File: src/rtl/fetch_pkg.sv
// Shared types and constants for the instruction fetch stage.
// The IR stage imports the same len encodings.
package fetch_pkg;

  typedef enum logic [2:0] {
    FETCH_OP = 3'd0,
    FETCH_D1 = 3'd1,
    FETCH_D2 = 3'd2,
    ISSUE    = 3'd3,
    HALT     = 3'd4
  } state_t;

  localparam logic [1:0] LEN_1B = 2'd0;
  localparam logic [1:0] LEN_2B = 2'd1;
  localparam logic [1:0] LEN_3B = 2'd2;

  // Opcode bit field that carries the instruction length
  localparam int OP_LEN_MSB = 7;
  localparam int OP_LEN_LSB = 6;

  // Program counter advance; wraps modulo 2^16 with no flag
  function automatic logic [15:0] pc_inc(input logic [15:0] a);
    return a + 16'd1;
  endfunction

endpackage

File: src/rtl/fetch_if.sv
// Byte-wide program memory read port between fetch (master) and memory (slave).
interface fetch_if;
  logic [15:0] mem_addr;
  logic        mem_req;
  logic        mem_ack;
  logic [7:0]  mem_rdata;

  modport master (output mem_addr, output mem_req, input mem_ack, input mem_rdata);
  modport slave  (input mem_addr, input mem_req, output mem_ack, output mem_rdata);
endinterface

File: src/rtl/fetch_len_decode.sv
// Opcode length decode; shared with the disassembler so both read one table.
module fetch_len_decode
  import fetch_pkg::*;
(
  input  logic [7:0] opcode,
  output logic [1:0] len,
  output logic       illegal
);

  // Map the length field to a len code and flag the reserved encoding
  always_comb begin
    len     = LEN_1B;
    illegal = 1'b0;
    case (opcode[OP_LEN_MSB:OP_LEN_LSB])
      2'b00: len = LEN_1B;
      2'b01: len = LEN_2B;
      2'b10: len = LEN_3B;
      2'b11: begin
        len     = LEN_1B;
        illegal = 1'b1;
      end
      default: begin
        len     = LEN_1B;
        illegal = 1'b0;
      end
    endcase
  end

endmodule

File: src/rtl/fetch.sv
// Instruction fetch stage: walks pc through program memory, packs opcode+operands.
// Optional illegal-opcode trap (HALT state, fault output) under FETCH_ILLEGAL_TRAP_EN.
module fetch
  import fetch_pkg::*;
#(
  parameter logic [15:0] RESET_VEC = 16'h0000
) (
  input  logic          clk,
  input  logic          rst,
  fetch_if.master       mem,
  input  logic          hold,
  input  logic          pc_load,
  input  logic [15:0]   pc_target,
  output logic [23:0]   raw,
  output logic [1:0]    len,
  output logic          ir_we,
  output logic [15:0]   pc,
  output logic          fault
);

  state_t      state_r, state_n;
  logic [15:0] pc_r, pc_n;
  logic [23:0] raw_r, raw_n;
  logic [1:0]  len_r, len_n;
  logic        run_r;
  logic        req_s;
  logic        ack_s;
  logic [1:0]  dec_len_s;
  logic        illegal_s;

  fetch_len_decode u_len_decode (
    .opcode  (mem.mem_rdata),
    .len     (dec_len_s),
    .illegal (illegal_s)
  );

`ifndef FETCH_ILLEGAL_TRAP_EN
  logic unused_illegal_s;
  assign unused_illegal_s = illegal_s;
`endif

  // run_r keeps the request low through the first cycle out of reset
  assign req_s = run_r && ((state_r == FETCH_OP) || (state_r == FETCH_D1) ||
                           (state_r == FETCH_D2));
  assign ack_s = req_s && mem.mem_ack;

  assign mem.mem_req  = req_s;
  assign mem.mem_addr = pc_r;
  assign pc           = pc_r;
  assign raw          = raw_r;
  assign len          = len_r;
  assign ir_we        = (state_r == ISSUE) && !hold && !pc_load;

`ifdef FETCH_ILLEGAL_TRAP_EN
  assign fault = (state_r == HALT);
`else
  assign fault = 1'b0;
`endif

  // Next-state, pc and instruction assembly; redirect beats ack and issue
  always_comb begin
    state_n = state_r;
    pc_n    = pc_r;
    raw_n   = raw_r;
    len_n   = len_r;
    if (pc_load) begin
      state_n = FETCH_OP;
      pc_n    = pc_target;
    end else begin
      case (state_r)
        FETCH_OP: begin
          if (ack_s) begin
            raw_n = {mem.mem_rdata, 16'h0000};
            len_n = dec_len_s;
            pc_n  = pc_inc(pc_r);
`ifdef FETCH_ILLEGAL_TRAP_EN
            if (illegal_s) begin
              state_n = HALT;
            end else begin
              state_n = (dec_len_s == LEN_1B) ? ISSUE : FETCH_D1;
            end
`else
            state_n = (dec_len_s == LEN_1B) ? ISSUE : FETCH_D1;
`endif
          end else begin
            state_n = FETCH_OP;
          end
        end
        FETCH_D1: begin
          if (ack_s) begin
            raw_n[15:8] = mem.mem_rdata;
            pc_n        = pc_inc(pc_r);
            state_n     = (len_r == LEN_3B) ? FETCH_D2 : ISSUE;
          end else begin
            state_n = FETCH_D1;
          end
        end
        FETCH_D2: begin
          if (ack_s) begin
            raw_n[7:0] = mem.mem_rdata;
            pc_n       = pc_inc(pc_r);
            state_n    = ISSUE;
          end else begin
            state_n = FETCH_D2;
          end
        end
        ISSUE: begin
          if (!hold) begin
            state_n = FETCH_OP;
          end else begin
            state_n = ISSUE;
          end
        end
`ifdef FETCH_ILLEGAL_TRAP_EN
        HALT: state_n = HALT;
`endif
        default: state_n = FETCH_OP;
      endcase
    end
  end

  // State, pc and instruction registers with synchronous active-low reset
  always_ff @(posedge clk) begin
    if (!rst) begin
      state_r <= FETCH_OP;
      pc_r    <= RESET_VEC;
      raw_r   <= 24'h000000;
      len_r   <= LEN_1B;
      run_r   <= 1'b0;
    end else begin
      state_r <= state_n;
      pc_r    <= pc_n;
      raw_r   <= raw_n;
      len_r   <= len_n;
      run_r   <= 1'b1;
    end
  end

endmodule

File: src/flat_wrapper.sv
// flat-port wrapper written by rule: the top's interface ports become plain ports
module fetch_flat import fetch_pkg::*;
#(
  parameter logic [15:0] RESET_VEC = 16'h0000
)
  (clk, rst, hold, pc_load, pc_target, raw, len, ir_we, pc, fault, mem_mem_addr, mem_mem_req, mem_mem_ack, mem_mem_rdata);
  fetch_if mem_i ();
  input  logic clk;
  input  logic rst;
  input  logic hold;
  input  logic pc_load;
  input  logic [15:0] pc_target;
  output logic [23:0] raw;
  output logic [1:0] len;
  output logic ir_we;
  output logic [15:0] pc;
  output logic fault;
  output wire logic [$bits(mem_i.mem_addr)-1:0] mem_mem_addr;
  output wire logic [$bits(mem_i.mem_req)-1:0] mem_mem_req;
  input wire logic [$bits(mem_i.mem_ack)-1:0] mem_mem_ack;
  input wire logic [$bits(mem_i.mem_rdata)-1:0] mem_mem_rdata;
  assign mem_mem_addr = mem_i.mem_addr;
  assign mem_mem_req = mem_i.mem_req;
  assign mem_i.mem_ack = mem_mem_ack;
  assign mem_i.mem_rdata = mem_mem_rdata;
  fetch #(.RESET_VEC(RESET_VEC)) u_core (.clk(clk), .rst(rst), .mem(mem_i), .hold(hold), .pc_load(pc_load), .pc_target(pc_target), .raw(raw), .len(len), .ir_we(ir_we), .pc(pc), .fault(fault));
endmodule
File: config.mk
export PLATFORM = sky130hd
export DESIGN_NAME = fetch_flat
export DESIGN_NICKNAME = d
export VERILOG_FILES = /design/src/rtl/fetch_pkg.sv /design/src/rtl/fetch_if.sv /design/src/rtl/fetch_len_decode.sv /design/src/rtl/fetch.sv /design/src/flat_wrapper.sv
export SDC_FILE = /design/constraint.sdc
export NUM_CORES = 1
export LEC_CHECK = 0
export ABC_AREA = 1
export CORE_MARGIN = 3
export CORE_UTILIZATION = 45
export CTS_BUF_LIST = sky130_fd_sc_hd__clkbuf_8
export DETAILED_ROUTE_END_ITERATION = 12
export PLACE_DENSITY = 0.82
export RECOVER_POWER = 50
export SYNTH_ARGS = -nofsm -noshare
export SYNTH_HDL_FRONTEND = slang
export SYNTH_SLANG_ARGS = --single-unit
File: constraint.sdc
create_clock -name clk -period 1.8 [get_ports clk]
set_clock_uncertainty 0.2 [all_clocks]
set_input_delay 0.36 -clock clk [delete_from_list [all_inputs] [get_ports clk]]
set_output_delay 0.36 -clock clk [all_outputs]
set_load 0.05 [all_outputs]
Word level (Yosys, flattened, before mapping)
Cells that the tools add are included.
- flip-flop bits (word level): 46
- input bits: 29
- output and inout bits: 61
- logic and storage cells: 58
- add/subtract/negate cells: 1
- eq/ne operators: 10
- mux-type cells: 16
- bitwise operators: 2
- reductions and logical operators: 22
- operators by type and width (operator ; count):
    $mux W16 ; 4
    $pmux W8 S2 ; 2
    $add A16 B1 Y16 const B ; 1
    $pmux W3 S4 ; 1
    $mux W8 ; 1
    $reduce_and A4 Y1 ; 2
    $reduce_bool A2 Y1 ; 4
    $eq A2 B2 Y1 const B ; 3
    $eq A3 B2 Y1 const B ; 2
    $mux W3 ; 2
    $ne A2 B1 Y1 const B ; 3
    $pmux W2 S3 ; 1
    $logic_and A1 B1 Y1 ; 4
    $logic_not A2 Y1 ; 2
    $mux W2 ; 2
    $reduce_or A2 Y1 ; 2
    $eq A3 B1 Y1 const B ; 1
    $logic_not A3 Y1 ; 1
    $mux W1 ; 3
    $reduce_and A3 Y1 ; 1
    $reduce_or A3 Y1 ; 1
    $eq A2 B1 Y1 const B ; 1
    $logic_not A1 Y1 ; 2
    $logic_or A1 B1 Y1 ; 2
    other kinds (2) ; 3

Depth between registers and ports, before layout
- depth in word-level cells: 8
- mapped depth: 10

Modules after synthesis
From an unflattened synthesis, not the netlist that was laid out.
- cells, all modules: 338
- area total of the unflattened synthesis: 2382.3 sq um
- modules (own cells, without submodules) (module ; times used ; cells each ; area each (sq um)):
    fetch ; 1 ; 332 ; 2359.8
    fetch_len_decode ; 1 ; 6 ; 22.5

Worst setup path before layout
No wires, ideal clock.
- kind: input to output
- start: in pc_load
- end: out ir_we
- arrival: 1854 ps
- required time: 1240 ps
- setup slack: -614 ps
- cell stages on the path: 3
- buffers on the path: 2
- cells stage by stage: clkbuf_1 > clkbuf_1 > nor3_1
- longest elaborated chain between the ends: 2
- ends and longest elaborated chain (element ; line ; RTL):
    start, declared ; flat_wrapper.sv:11 ; input logic pc_load;
    $logic_not A1 Y1 ; fetch.sv:52 ; assign ir_we = (state_r == ISSUE) && !hold && !pc_load;
    $logic_and A1 B1 Y1 ; fetch.sv:52 ;
    end, declared ; flat_wrapper.sv:15 ; output logic ir_we;
Every way passes these cells.

Worst setup path in the final report
Ends and elaborated chain as after synthesis.

==> flow_summary.json <==
{
  "status": "complete, no violations",
  "drc": 0,
  "min_period_ns": 1.76,
  "critPathMaxFanout": 3,
  "clk-insertion-delay-late_ns": 0.30,
  "fmax_mhz": 568,
  "cp_slowest_cell": "dlygate4sd2_1",
  "drt_iter0_markers": 196,
  "vias": 2644,
  "yosysTopAreaCell": "dfxtp_1",
  "postRouteAntennaNets": 0,
  "hp-class": "flop to flop",
  "antenna_found_initial": 0,
  "worstSetupStartpointType": "primary input",
  "nFillCells": 343,
  "rsz0062_at_grt": "false",
  "dieWidth_um": 77.8,
  "place.gp.congestion": 0.826,
  "wl_per_cell_um": 14.5,
  "initial_core_util": 0.478,
  "critical_path_buf_inv_count": 3,
  "cts_max_path_buffers": 2,
  "total_leakage_power_nw": 1.81,
  "cts_root_buf": "clkbuf_8",
  "synth.avg_cell_area_um2": 6.88,
  "ioPinCount": 90,
  "cts_hold_buf": 0,
  "numCtsBuffers": 5,
  "grt_overflow": 0,
  "syn-num-nets": 369,
  "synth_cell_types": 30,
  "synth_area_um2": 2320,
  "ctsHtreeMaxLevel": 2,
  "syn_to_final_growth_pct": 56.3,
  "cts.sink_count": 45,
  "fin_nets": 469,
  "clk_pin_slew_ns": 0.09,
  "relSlewSlack": 0.638,
  "finalPower_mw": 2.40,
  "worst_pin_slew_ns": 0.542,
  "dpl.hpwl_um": 5600,
  "drive_above_1_share": 0.226,
  "hold_violations": 0,
  "worst_setup_path_end_kind": "primary output",
  "drt-total-wl_um": 7300,
  "p_per_area_nw_per_um2": 663,
  "synthTopCellsByArea": "dfxtp_1 39%, nand2_1 12%, nor2_1 6.3%, nand3_1 6.3%, inv_1 6.1%",
  "ys_seq_elements": 45,
  "syn_inst": 337,
  "slew_viol_final": 0,
  "die_y_um": 77.8,
  "grt_pass1_wl_um": 12200,
  "crit_chain": "dlygate4sd2_1 > buf_4 > nor3_4 > buf_12",
  "drt_first_pass_iters": 4,
  "worstSetupPathType": "primary input to primary output",
  "num_rows": 25,
  "port-buffer-count": 88,
  "placed_area_um2": 3850,
  "yosysWarnings": 0,
  "cp_top_family": "buffers and inverters",
  "insertedDiodeCount": 0,
  "viasPerCell": 5.24,
  "peakVddDrop_mv": 0.558,
  "grt_max_degree": 28,
  "critPathMaxStageDelay_ns": 0.29,
  "first_global_vias": 2680,
  "maxCapViolCount": 0,
  "cp.arrival_ns": 1.20,
  "final_core_util": 0.748,
  "fin_crit_sh": 0.977,
  "coreArea_um2": 4850,
  "setup_viol": 0,
  "grt.total_usage": 0.249,
  "cts_tree": "built",
  "required_ns": 1.24,
  "die-area_um2": 6050,
  "stdcell_area_um2": 3630,
  "netlist.area_leader.share": 0.388,
  "seq_area_frac_synth": 0.388
}
-- placed cells by master (no fill, tap or decap), drive strengths merged, types with 2 or more instances in the layout --
cell type and instances:
nand3 30, nand2 79, inv 39, nor2 42
dlymetal6s2s 12, o21ai 26, clkinv 4, clkbuf 31
xor2 2, dfxtp 45, clkdlybuf4s50 26, a21oi 27
ha 3, buf 53, nand4 4, a31oi 5
-- Yosys cell counts --
library cell and instances:
a31oi_1 5, buf_6 2, nor2_1 39, inv_1 38, clkinv_1 1, o21ai_0 25
conb_1 1, nand3_4 1, nand4_1 4, dfxtp_1 45, xnor2_1 1, nand3_1 29
clkbuf_1 5, inv_2 1, nor2_2 2, nand3b_1 1, or2_2 1, nor3_1 1
xor2_1 2, a21oi_1 27, o211ai_1 1, nor4_4 1, o31ai_1 1, o21ai_1 1
buf_1 1, buf_4 18, nand2_4 2, ha_1 3, nor2_4 1, nand2_1 77
-- repair_timing --
action,CTS,global route
endpoints found under the hold margin,0,0
resized for setup,1,3
setup buffers,0,0
setup endpoints to repair,1,3
pin swaps,1,0
-- per-stage QoR --
step	setup TNS (ns)	hold slack, ns	instances	setup slack (ns)
after floorplan	-0.00419	0.188	337	-0.00419
after global placement	-3.41	0.257	497	-0.150
after detailed placement	-4.87	0.262	497	-0.157
after CTS	0	0.277	505	0.0339
after global routing	0	0.295	505	0.0119
final	0	0.270	505	0.0408
-- worst min-delay path, delay by kind of cell, from the launching register on --
family           cells  cell delay (ns)
flip-flops           1             0.32
AND/OR/NAND/NOR      1             0.06
AO/OA/AOI/OAI        1             0.05
-- per-layer routing --
layer	GRT usage	part of all wire
met5	0	0
met4	0.0979	0.026
met3	0.0626	0.073
met2	0.444	0.49
met1	0.281	0.41
-- where the power goes --
group / total, mW / switching, mW / internal, mW
registers: 1.08 / 0.0427 / 1.03
logic: 0.687 / 0.405 / 0.282
clock network: 0.639 / 0.363 / 0.276
-- area by class of cell --
| cell class | count | area (um^2) | area share |
|---|---|---|---|
| Clock buffer | 5 | 68.8 | 0.0190 |
| Clock inverter | 3 | 22.5 | 0.00621 |
| Inverter | 40 | 150 | 0.0414 |
| Multi-Input combinational cell | 226 | 1110 | 0.306 |
| Sequential cell | 45 | 906 | 0.250 |
| Tap cell | 67 | 83.8 | 0.0231 |
| Timing Repair Buffer | 119 | 1280 | 0.354 |
-- cells by family (layout without fill, tap and decap cells) --
kind of cell | Yosys count | count (layout) | synth area share
flops | 45 | 45 | 0.388
xor+xnor | 3 | 3 | 0.0113
simple gates | 159 | 159 | 0.306
fa+ha+maj | 3 | 3 | 0.0162
compound gates | 60 | 60 | 0.134
other cells | 1 | 1 | 0.00162
buf+inv | 66 | 167 | 0.142
-- flip-flops by register name, summed over array words and instances (netlist names) --
name / count
u_core.run_r: 1
u_core.raw: 24
u_core.mem.mem_addr: 16
u_core.state_r: 2
u_core.len: 2
-- worst paths after layout --
path / start / to / slack (ns) / cells past startpoint
setup / recovery: pc_load / ir_we / 0.04 / 4
setup reg to reg: u_core.mem.mem_addr[1]$_SDFFE_PN0P_ / u_core.mem.mem_addr[10]$_SDFFE_PN0P_ / 0.20 / 8
hold / removal: u_core.raw[8]$_SDFFE_PN0P_ / u_core.raw[8]$_SDFFE_PN0P_ / 0.27 / 2
hold reg to reg: u_core.raw[8]$_SDFFE_PN0P_ / u_core.raw[8]$_SDFFE_PN0P_ / 0.27 / 2
(Power assumes the default switching activity.)
